### src/rtl/switch_pkg.sv
// Shared definitions for the switch ingress path: register map, status bit
// positions and default widths.
package switch_pkg;

  // Default configuration
  localparam int MAX_PORTS      = 12;
  localparam int DEF_NUM_PORTS  = 3;
  localparam int DEF_DATA_W     = 32;
  localparam int DEF_ADDR_W     = 12;
  localparam int DEF_DROP_CNT_W = 16;

  // Register map (4-bit word index)
  localparam logic [3:0] REG_STATUS    = 4'd0;
  localparam logic [3:0] REG_PORT_BASE = 4'd1;
  localparam logic [3:0] REG_CLEAR     = 4'd13;
  localparam logic [3:0] REG_RDEN      = 4'd14;
  localparam logic [3:0] REG_WREN      = 4'd15;

  // Status word layout; port_full overlays the low bits
  localparam int STATUS_WREN_BIT = 8;
  localparam int STATUS_RDEN_BIT = 9;

  // Register index of ingress port p
  function automatic logic [3:0] port_reg_addr(input int p);
    return REG_PORT_BASE + 4'(p);
  endfunction

endpackage

### src/rtl/ingress_port_ctrl.sv
// One ingress port: circular write pointer, occupancy/full against the
// scheduler read pointer, overflow drop counter and registered RAM write port.
// Optional macro INGRESS_DROP_CNT_EN enables the drop counter register.
module ingress_port_ctrl
  import switch_pkg::*;
#(
  parameter int DATA_W     = DEF_DATA_W,
  parameter int ADDR_W     = DEF_ADDR_W,
  parameter int DROP_CNT_W = DEF_DROP_CNT_W
) (
  input  logic                  clk,
  input  logic                  reset,
  input  logic                  push,
  input  logic [DATA_W-1:0]     push_data,
  input  logic                  clear,
  input  logic [ADDR_W-1:0]     cons_rd_ptr,
  output logic                  wren,
  output logic [ADDR_W-1:0]     wr_addr,
  output logic [DATA_W-1:0]     wr_data,
  output logic                  full,
  output logic [ADDR_W-1:0]     used,
  output logic [DROP_CNT_W-1:0] drop_cnt
);

  logic [ADDR_W-1:0] wr_ptr_reg;
  logic              wren_reg;
  logic [ADDR_W-1:0] wr_addr_reg;
  logic [DATA_W-1:0] wr_data_reg;

  // One slot stays empty so that full and empty are distinguishable
  assign used = wr_ptr_reg - cons_rd_ptr;
  assign full = (used == '1);

  // Accept a push when space remains; a clear empties the port and kills
  // any write strobe that would otherwise follow
  always_ff @(posedge clk or negedge reset) begin
    if (!reset) begin
      wr_ptr_reg  <= '0;
      wren_reg    <= 1'b0;
      wr_addr_reg <= '0;
      wr_data_reg <= '0;
    end else begin
      wren_reg <= 1'b0;
      if (clear) begin
        wr_ptr_reg <= cons_rd_ptr;
      end else if (push && !full) begin
        wren_reg    <= 1'b1;
        wr_addr_reg <= wr_ptr_reg;
        wr_data_reg <= push_data;
        wr_ptr_reg  <= wr_ptr_reg + ADDR_W'(1);
      end
    end
  end

`ifdef INGRESS_DROP_CNT_EN
  logic [DROP_CNT_W-1:0] drop_cnt_reg;

  // Count pushes rejected while full, saturating at all-ones
  always_ff @(posedge clk or negedge reset) begin
    if (!reset) begin
      drop_cnt_reg <= '0;
    end else if (clear) begin
      drop_cnt_reg <= '0;
    end else if (push && full && (drop_cnt_reg != '1)) begin
      drop_cnt_reg <= drop_cnt_reg + DROP_CNT_W'(1);
    end
  end

  assign drop_cnt = drop_cnt_reg;
`else
  assign drop_cnt = '0;
`endif

  assign wren    = wren_reg;
  assign wr_addr = wr_addr_reg;
  assign wr_data = wr_data_reg;

endmodule

### src/rtl/switch_ingress_writer.sv
// Avalon-MM slave front end: decodes host writes into per-port pushes into
// circular input RAMs, port clears and scheduler control bits, and returns
// status / occupancy words on reads.
// Optional macro INGRESS_DROP_CNT_EN enables per-port drop counters.
module switch_ingress_writer
  import switch_pkg::*;
#(
  parameter int NUM_PORTS  = DEF_NUM_PORTS,
  parameter int DATA_W     = DEF_DATA_W,
  parameter int ADDR_W     = DEF_ADDR_W,
  parameter int DROP_CNT_W = DEF_DROP_CNT_W
) (
  input  logic                          clk,
  input  logic                          reset,
  input  logic                          chipselect,
  input  logic                          write,
  input  logic                          read,
  input  logic [3:0]                    address,
  input  logic [31:0]                   writedata,
  output logic [31:0]                   readdata,
  output logic [NUM_PORTS-1:0]          ram_wren,
  output logic [NUM_PORTS*ADDR_W-1:0]   ram_wr_addr,
  output logic [NUM_PORTS*DATA_W-1:0]   ram_wr_data,
  input  logic [NUM_PORTS*ADDR_W-1:0]   cons_rd_ptr,
  output logic [NUM_PORTS-1:0]          port_full,
  output logic                          write_enable,
  output logic                          read_enable
);

  if (NUM_PORTS < 1 || NUM_PORTS > MAX_PORTS) begin : g_bad_num_ports
    $error("switch_ingress_writer: NUM_PORTS must be in 1..12");
  end
  if (ADDR_W > 16 || DROP_CNT_W > 16 || DATA_W > 32) begin : g_bad_widths
    $error("switch_ingress_writer: ADDR_W/DROP_CNT_W must be <= 16, DATA_W <= 32");
  end

  logic                  wr_acc;
  logic                  rd_acc;
  logic [NUM_PORTS-1:0]  full_vec;
  logic [ADDR_W-1:0]     used_arr [NUM_PORTS];
  logic [DROP_CNT_W-1:0] drop_arr [NUM_PORTS];
  logic                  write_enable_reg;
  logic                  read_enable_reg;
  logic [31:0]           readdata_reg;
  logic [31:0]           readdata_next;

  assign wr_acc = chipselect & write;
  assign rd_acc = chipselect & read;

  for (genvar gi = 0; gi < NUM_PORTS; gi++) begin : g_port
    ingress_port_ctrl #(
      .DATA_W     (DATA_W),
      .ADDR_W     (ADDR_W),
      .DROP_CNT_W (DROP_CNT_W)
    ) u_port (
      .clk         (clk),
      .reset       (reset),
      .push        (wr_acc && (address == port_reg_addr(gi))),
      .push_data   (writedata[DATA_W-1:0]),
      .clear       (wr_acc && (address == REG_CLEAR) && writedata[gi]),
      .cons_rd_ptr (cons_rd_ptr[gi*ADDR_W +: ADDR_W]),
      .wren        (ram_wren[gi]),
      .wr_addr     (ram_wr_addr[gi*ADDR_W +: ADDR_W]),
      .wr_data     (ram_wr_data[gi*DATA_W +: DATA_W]),
      .full        (full_vec[gi]),
      .used        (used_arr[gi]),
      .drop_cnt    (drop_arr[gi])
    );
  end

  // Full flags read low while reset is held, whatever the read pointers are
  assign port_full = full_vec & {NUM_PORTS{reset}};

  // Scheduler control bits written from the bus
  always_ff @(posedge clk or negedge reset) begin
    if (!reset) begin
      write_enable_reg <= 1'b0;
      read_enable_reg  <= 1'b0;
    end else if (wr_acc) begin
      if (address == REG_WREN) write_enable_reg <= writedata[0];
      if (address == REG_RDEN) read_enable_reg  <= writedata[0];
    end
  end

  // Read word selection from current (pre-edge) state
  always_comb begin
    readdata_next = '0;
    case (address)
      REG_STATUS: begin
        readdata_next[STATUS_RDEN_BIT] = read_enable_reg;
        readdata_next[STATUS_WREN_BIT] = write_enable_reg;
        readdata_next[NUM_PORTS-1:0]   = port_full;
      end
      REG_RDEN: readdata_next[0] = read_enable_reg;
      REG_WREN: readdata_next[0] = write_enable_reg;
      default: begin
        for (int p = 0; p < NUM_PORTS; p++) begin
          if (address == port_reg_addr(p)) begin
            readdata_next = {16'(drop_arr[p]), 16'(used_arr[p])};
          end
        end
      end
    endcase
  end

  // Registered read data, held between reads
  always_ff @(posedge clk or negedge reset) begin
    if (!reset) begin
      readdata_reg <= '0;
    end else if (rd_acc) begin
      readdata_reg <= readdata_next;
    end
  end

  assign readdata     = readdata_reg;
  assign write_enable = write_enable_reg;
  assign read_enable  = read_enable_reg;

endmodule
### config.mk
export PLATFORM = sky130hd
export DESIGN_NAME = switch_ingress_writer
export DESIGN_NICKNAME = d
export VERILOG_FILES = /design/src/rtl/switch_pkg.sv /design/src/rtl/ingress_port_ctrl.sv /design/src/rtl/switch_ingress_writer.sv
export SDC_FILE = /design/constraint.sdc
export NUM_CORES = 1
export LEC_CHECK = 0
export BUFFER_PORTS_ARGS = -buffer_cell sky130_fd_sc_hd__buf_2
export CORE_MARGIN = 2
export CORE_UTILIZATION = 30
export CTS_BUF_LIST = sky130_fd_sc_hd__clkbuf_16
export DETAILED_ROUTE_END_ITERATION = 16
export PLACE_DENSITY = 0.55
export SKIP_LAST_GASP = 1
export SLEW_MARGIN = 40
export SYNTH_ARGS = -nofsm -noshare
export SYNTH_HDL_FRONTEND = slang
export SYNTH_SLANG_ARGS = --single-unit
### constraint.sdc
create_clock -name clk -period 4 [get_ports clk]
set_clock_uncertainty 0.1 [all_clocks]
set_input_delay 0.6 -clock clk [delete_from_list [all_inputs] [get_ports clk]]
set_output_delay 0.6 -clock clk [all_outputs]
set_load 0.02 [all_outputs]
==> results of run 1 <==
routing by layer:
layer,vias up,share of wire [%]
met5,-,0.039
met4,2,2.3
met3,42,4.9
met2,300,48
met1,4715,44
li1,4490,-
cell type report:
type	count	area [um^2]	area share (%)
Antenna cell	3	7.51	0.0549
Clock buffer	17	425	3.11
Clock inverter	15	176	1.29
Inverter	74	278	2.03
Multi-Input combinational cell	757	5810	42.5
Sequential cell	185	4630	33.9
Tap cell	461	577	4.22
Timing Repair Buffer	298	1780	13.0
through the flow:
stage | hold WS, ns | total power (uW) | utilization (%)
final | 0.289 | 7160 | 38.4
after global routing | 0.274 | 7600 | 38.4
after CTS | 0.257 | 7140 | 37.9
after detailed placement | 0.369 | 5250 | 35.7
after global placement | 0.364 | 5210 | 35.7
after floorplan | 0.204 | 4240 | -
layout by cell type, fill, tap and decap left out, drive strengths merged, types with 9 or more instances in the layout:
cell type | Yosys | routed
xor2 | 9 | 9
conb | 1 | 20
o21ai | 64 | 64
nor3 | 41 | 41
mux2i | 13 | 13
nor4 | 14 | 14
nor2b | 9 | 9
ha | 36 | 36
a21o | 9 | 9
a21oi | 41 | 41
or3 | 9 | 9
inv | 74 | 82
clkbuf | 35 | 18
nand3 | 49 | 49
mux2 | 125 | 125
nand2 | 43 | 43
a211oi | 9 | 9
buf | 41 | 296
nand4 | 20 | 20
o211ai | 14 | 14
dfrtp | 185 | 185
and3 | 20 | 20
o31ai | 19 | 19
nor2 | 47 | 47
a32oi | 11 | 11
o21a | 9 | 9
a222oi | 10 | 10
final timing paths:
check | to | slack, ns | cells past startpoint
max in group asynchronous | g_port[1].u_port.wr_ptr_reg[0] | 2.10 | 4
worst min-delay path | g_port[2].u_port.wr_data[29] | 0.29 | 2
worst min register to register | readdata[3] | 0.38 | 1
worst max-delay path | port_full[0] | 0.09 | 11
worst max register to register | g_port[2].u_port.wr_ptr_reg[9] | 0.25 | 14
min in group asynchronous | readdata[1] | 0.52 | 2
kinds of logic after synthesis:
| family | Yosys count | synth area share [%] |
|---|---|---|
| AOI/OAI and AO/OA | 252 | 16.2 |
| xor gates and xnor gates | 14 | 1.13 |
| adders and majority gates | 39 | 4.69 |
| buffers and inverters | 150 | 6.46 |
| DFF | 185 | 42.5 |
| muxes | 139 | 14.3 |
| other | 1 | 0.0344 |
| and+or+nand+nor | 293 | 14.6 |
critical path: cells and delay by family, from the launching register on:
family / cells / cell delay [ns]
compound gates: 3 / 0.56
buf+inv: 3 / 0.41
fa+ha+maj: 1 / 0.19
flops: 1 / 0.38
simple gates: 4 / 1.23
power breakdown:
group / internal, uW / leakage (uW) / switching, uW
combinational: 1190 / 0.00397 / 1680
clock: 899 / 0.000290 / 852
sequential: 2240 / 0.00238 / 291
timing repair:
item	in CTS	in global routing
cloned	0	0
pin swaps	11	9
resized for setup	26	24
hold endpoints to repair	30	0
hold buffers	1	0
endpoints found under the setup margin	2	5
setup buffers	12	3
==> results.ini, run 1 <==
[status]
status=finished clean

[synthesis]
synth_warnings=0
synth_common_cells=dfrtp_1, inv_1, mux2_1, mux2_2, o21ai_0
ys_seq_area_share_pct=42.5
ys.flop_type=dfrtp_1
yosysMostFrequentCell=dfrtp_1
ys_seq_elements=185
synth.top_cell.area_share_pct=42.5
synth.cell_area_um2=10900
async_reset_ff_share_pct=100
netlist_instances=1073
synth_edf_count=0
synth_cell_types=83
synth.avg_cell_area_um2=10.1
synth_area_leaders=dfrtp_1, mux2_1, mux2_2
yosysTopAreaCell=dfrtp_1

[global_route]
gr-max-usage-layer=met2
grt_max_degree=156
use_met3_pct=2.74
overflow=0
grt_pass1_wl_um=51800
use_met1_pct=22.7
track_usage_pct=17.2
grt_util_met2_pct=28.5
grt_antenna_before_repair=3
grt_pass1_vias=9256

[worst_setup_path]
worstPathMaxFanout=5
worstPathCellList=ha_1 > buf_4 > nor3_4 > a211oi_4 > a41o_1 > a41o_1 > or3_4 > or4b_4 > nor3_4 > buf_4 > buf_6
cp.required_ns=3.30
path_class=register to primary output
worst_path_largest_cell_delay_ns=0.55
endpoint_kind=primary output
r2r_start=g_port[2].u_port.wr_ptr_reg[0]
start_kind=register
arrival_ns=3.21
setup.worst_path.start=g_port[0].u_port.wr_ptr_reg[9]
crit_slowest_cell=or4b_4

[timing]
setup_viol=0
tightest_slew_ns=0.696
drv_slew=0
fin_ws_ns=0.0911
period_needed_ns=3.91
max_freq_mhz=256
fin_setup_tns_ns=0
relSlewSlack_pct=53.2
period_share_pct=97.7
hold_viol_final=0
rsz0062_at_grt=yes

[placed_design]
dp_worst_setup_slack_ns=0.00879
gp_congestion=0.845
port_buffers=228
placed_cell_area_um2=12700
hpwl_um=24400
dp_cells=1758

[die]
die_w_um=194
die_area_um2=37800
ios=249
core_um2=35700
rows=69
start_util_pct=30.5
die_h_um=194

[finish]
drive_above_1_share_pct=33.3
stdcell_area_um2=13700
stdcell_count=1810
nNetsFinal=1449
fill_cells=3552
syn_to_final_growth_pct=25.7
largest_register_ffs=96

[pwr]
power_density_nw_per_um2=523
irDropWorstVdd_mv=0.312
p_leak_uw=0.00664

[cts]
clk_path_buf_depth=2
cts.sinks=185
cts-root-buf=clkbuf_16
clk_latency_ns=0.45
cts_buffers=17
clk_pin_slew_ns=0.08
cts_tree=built
h-tree-depth=4

[detailed_routing]
wirelength_um=32900
vias=9549
vias_per_cell=5.28
drc=0
drt_first_pass_iters=7
wire_per_inst_um=18.2
ant_nets=0
drtIter0Drc=639

[job]
drv_cap=0

[hold_path]
hp-class=input pin to register
worstHoldStart=writedata[29]

(Power assumes the default switching activity.)
==> run 2, diff against run 1 <==
--- a/config.mk
+++ b/config.mk
@@ -6,6 +6,7 @@
 export NUM_CORES = 1
 export LEC_CHECK = 0
 export BUFFER_PORTS_ARGS = -buffer_cell sky130_fd_sc_hd__buf_2
+export CORE_ASPECT_RATIO = 1.2
 export CORE_MARGIN = 2
 export CORE_UTILIZATION = 30
 export CTS_BUF_LIST = sky130_fd_sc_hd__clkbuf_16
==> run 2 against run 1 <==
Effect of this change: setup slack worse by 0.057 ns; via count shrank 1.2%; design area decreased by 0.45%; utilization decreased by 0.38 points; die area is essentially flat; combinational power down 2%; fmax is 1.4% lower; routed wire length shrank 1.4%; first-iteration DRC count is 17% lower; global-route usage is essentially flat; critical path type unchanged.
==> results.ini, run 2 (synthesis gave the netlist of run 1 again) <==
[worst_setup_path]
cp.required_ns=3.30
crit_buf_inv=2
worstPathMaxFanout=4
crit_slowest_cell=or4b_4
worstPathCellList=inv_2 > ha_4 > fa_2 > xor2_1 > or3_1 > a211o_1 > and4b_1 > or4b_4 > nor3_4 > buf_6
endpoint_kind=primary output
start_kind=register
cp_top_family=simple AND/OR/NAND/NOR gates
worst_path_largest_cell_delay_ns=0.48
arrival_ns=3.27
path_class=register to primary output

[global_route]
grt_antenna_before_repair=1
track_usage_pct=17.2
grt_max_degree=71
overflow=0
grt_pass1_vias=9176
grt_pass1_wl_um=50600

[finish]
stdcell_area_um2=13600
largest_register_ffs=96
drive_above_1_share_pct=32.8
final_cell_mix=buf_2, dfrtp_1, inv_1
insertedDiodeCount=0
nNetsFinal=1447
layout_commonest_cell=buf_2
syn_to_final_growth_pct=25.1

[cts]
h-tree-depth=4
clk_latency_ns=0.46
cts_tree=built
clk_pin_slew_ns=0.07
cts_buffers=17
clk_path_buf_depth=2
cts-root-buf=clkbuf_16
cts.sinks=185
hold_buffers=0

[detailed_routing]
route.met3.wl_um=1350
wl_met2_um=16500
wl_met1_um=13800
vias_per_cell=5.20
wirelength_um=32500
drc=0
dr.max_layer_used=met5
vias=9430
drt_first_pass_iters=5
drtIter0Drc=533
ant_nets=0
wire_per_inst_um=17.9

[timing]
fin_ws_ns=0.0341
max_freq_mhz=252
setup_viol=0
period_needed_ns=3.97
holdWs_ns=0.0155
relSlewSlack_pct=49.3
tightest_slew_ns=0.759
fin_setup_tns_ns=0
hold_viol_final=0
drv_slew=0
rsz0062_at_grt=yes
period_share_pct=99.1

[placed_design]
port_buffers=228
placed_cell_area_um2=12800
dp_worst_setup_slack_ns=0.0377
hpwl_um=24400
gp_congestion=0.846

[hold_path]
hp-class=input pin to async pin

[die]
die_area_um2=37800
core_um2=35800
start_util_pct=30.4
die_h_um=213
die_w_um=178
rows=76
ios=249

[status]
status=finished clean

[pwr]
p_leak_uw=0.00663
irDropWorstVdd_mv=0.208
power_density_nw_per_um2=516
total_power_uw=7030

[job]
drv_cap=0

## run 2: layout make-up
class | count | area (um^2)
Multi-Input combinational cell | 757 | 5800
Tap cell | 468 | 586
Fill cell | 3653 | 22200
Clock buffer | 17 | 425
Timing Repair Buffer | 296 | 1740
Clock inverter | 15 | 160
Inverter | 74 | 278
Sequential cell | 185 | 4630
## run 2: timing repair
action                                  CTS  global route
endpoints found under the setup margin    2             3
setup buffers                             6             2
resized for setup                        23            17
pin swaps                                 5             4
endpoints found under the hold margin     0             0
## run 2: report_power, final
group / switching, uW / internal (uW) / leakage [uW]
sequential: 267 / 2240 / 0.00238
combinational: 1660 / 1150 / 0.00396
clock: 828 / 884 / 0.000290
## run 2: worst paths after layout
kind / to / startpoint / slack [ns] / depth (start not counted)
worst max-delay path: port_full[0] / g_port[0].u_port.wr_ptr_reg[0] / 0.03 / 10
worst min-delay path: g_port[1].u_port.wr_data[5] / reset / 0.02 / 1
worst max register to register: g_port[2].u_port.wr_addr[9] / g_port[2].u_port.wr_ptr_reg[0] / 0.29 / 14
worst min register to register: g_port[0].u_port.wr_data[28] / g_port[0].u_port.wr_data[28] / 0.38 / 1
max in group asynchronous: g_port[2].u_port.wr_ptr_reg[1] / reset / 2.79 / 2
min in group clk: g_port[2].u_port.wr_data[14] / writedata[14] / 0.28 / 2
## run 2: per-layer routing
layer | track usage (%) | vias to the layer above
li1 | - | 4456
met1 | 21.7 | 4688
met2 | 29.3 | 241
met3 | 2.92 | 43
met4 | 7.04 | 2
met5 | 0 | -
## run 2: metrics by stage
stage	cells	utilization, %
final	1812	38.0
after global routing	1812	38.0
after CTS	1810	37.7
after detailed placement	1772	35.7
after global placement	1772	35.7
after floorplan	1092	-
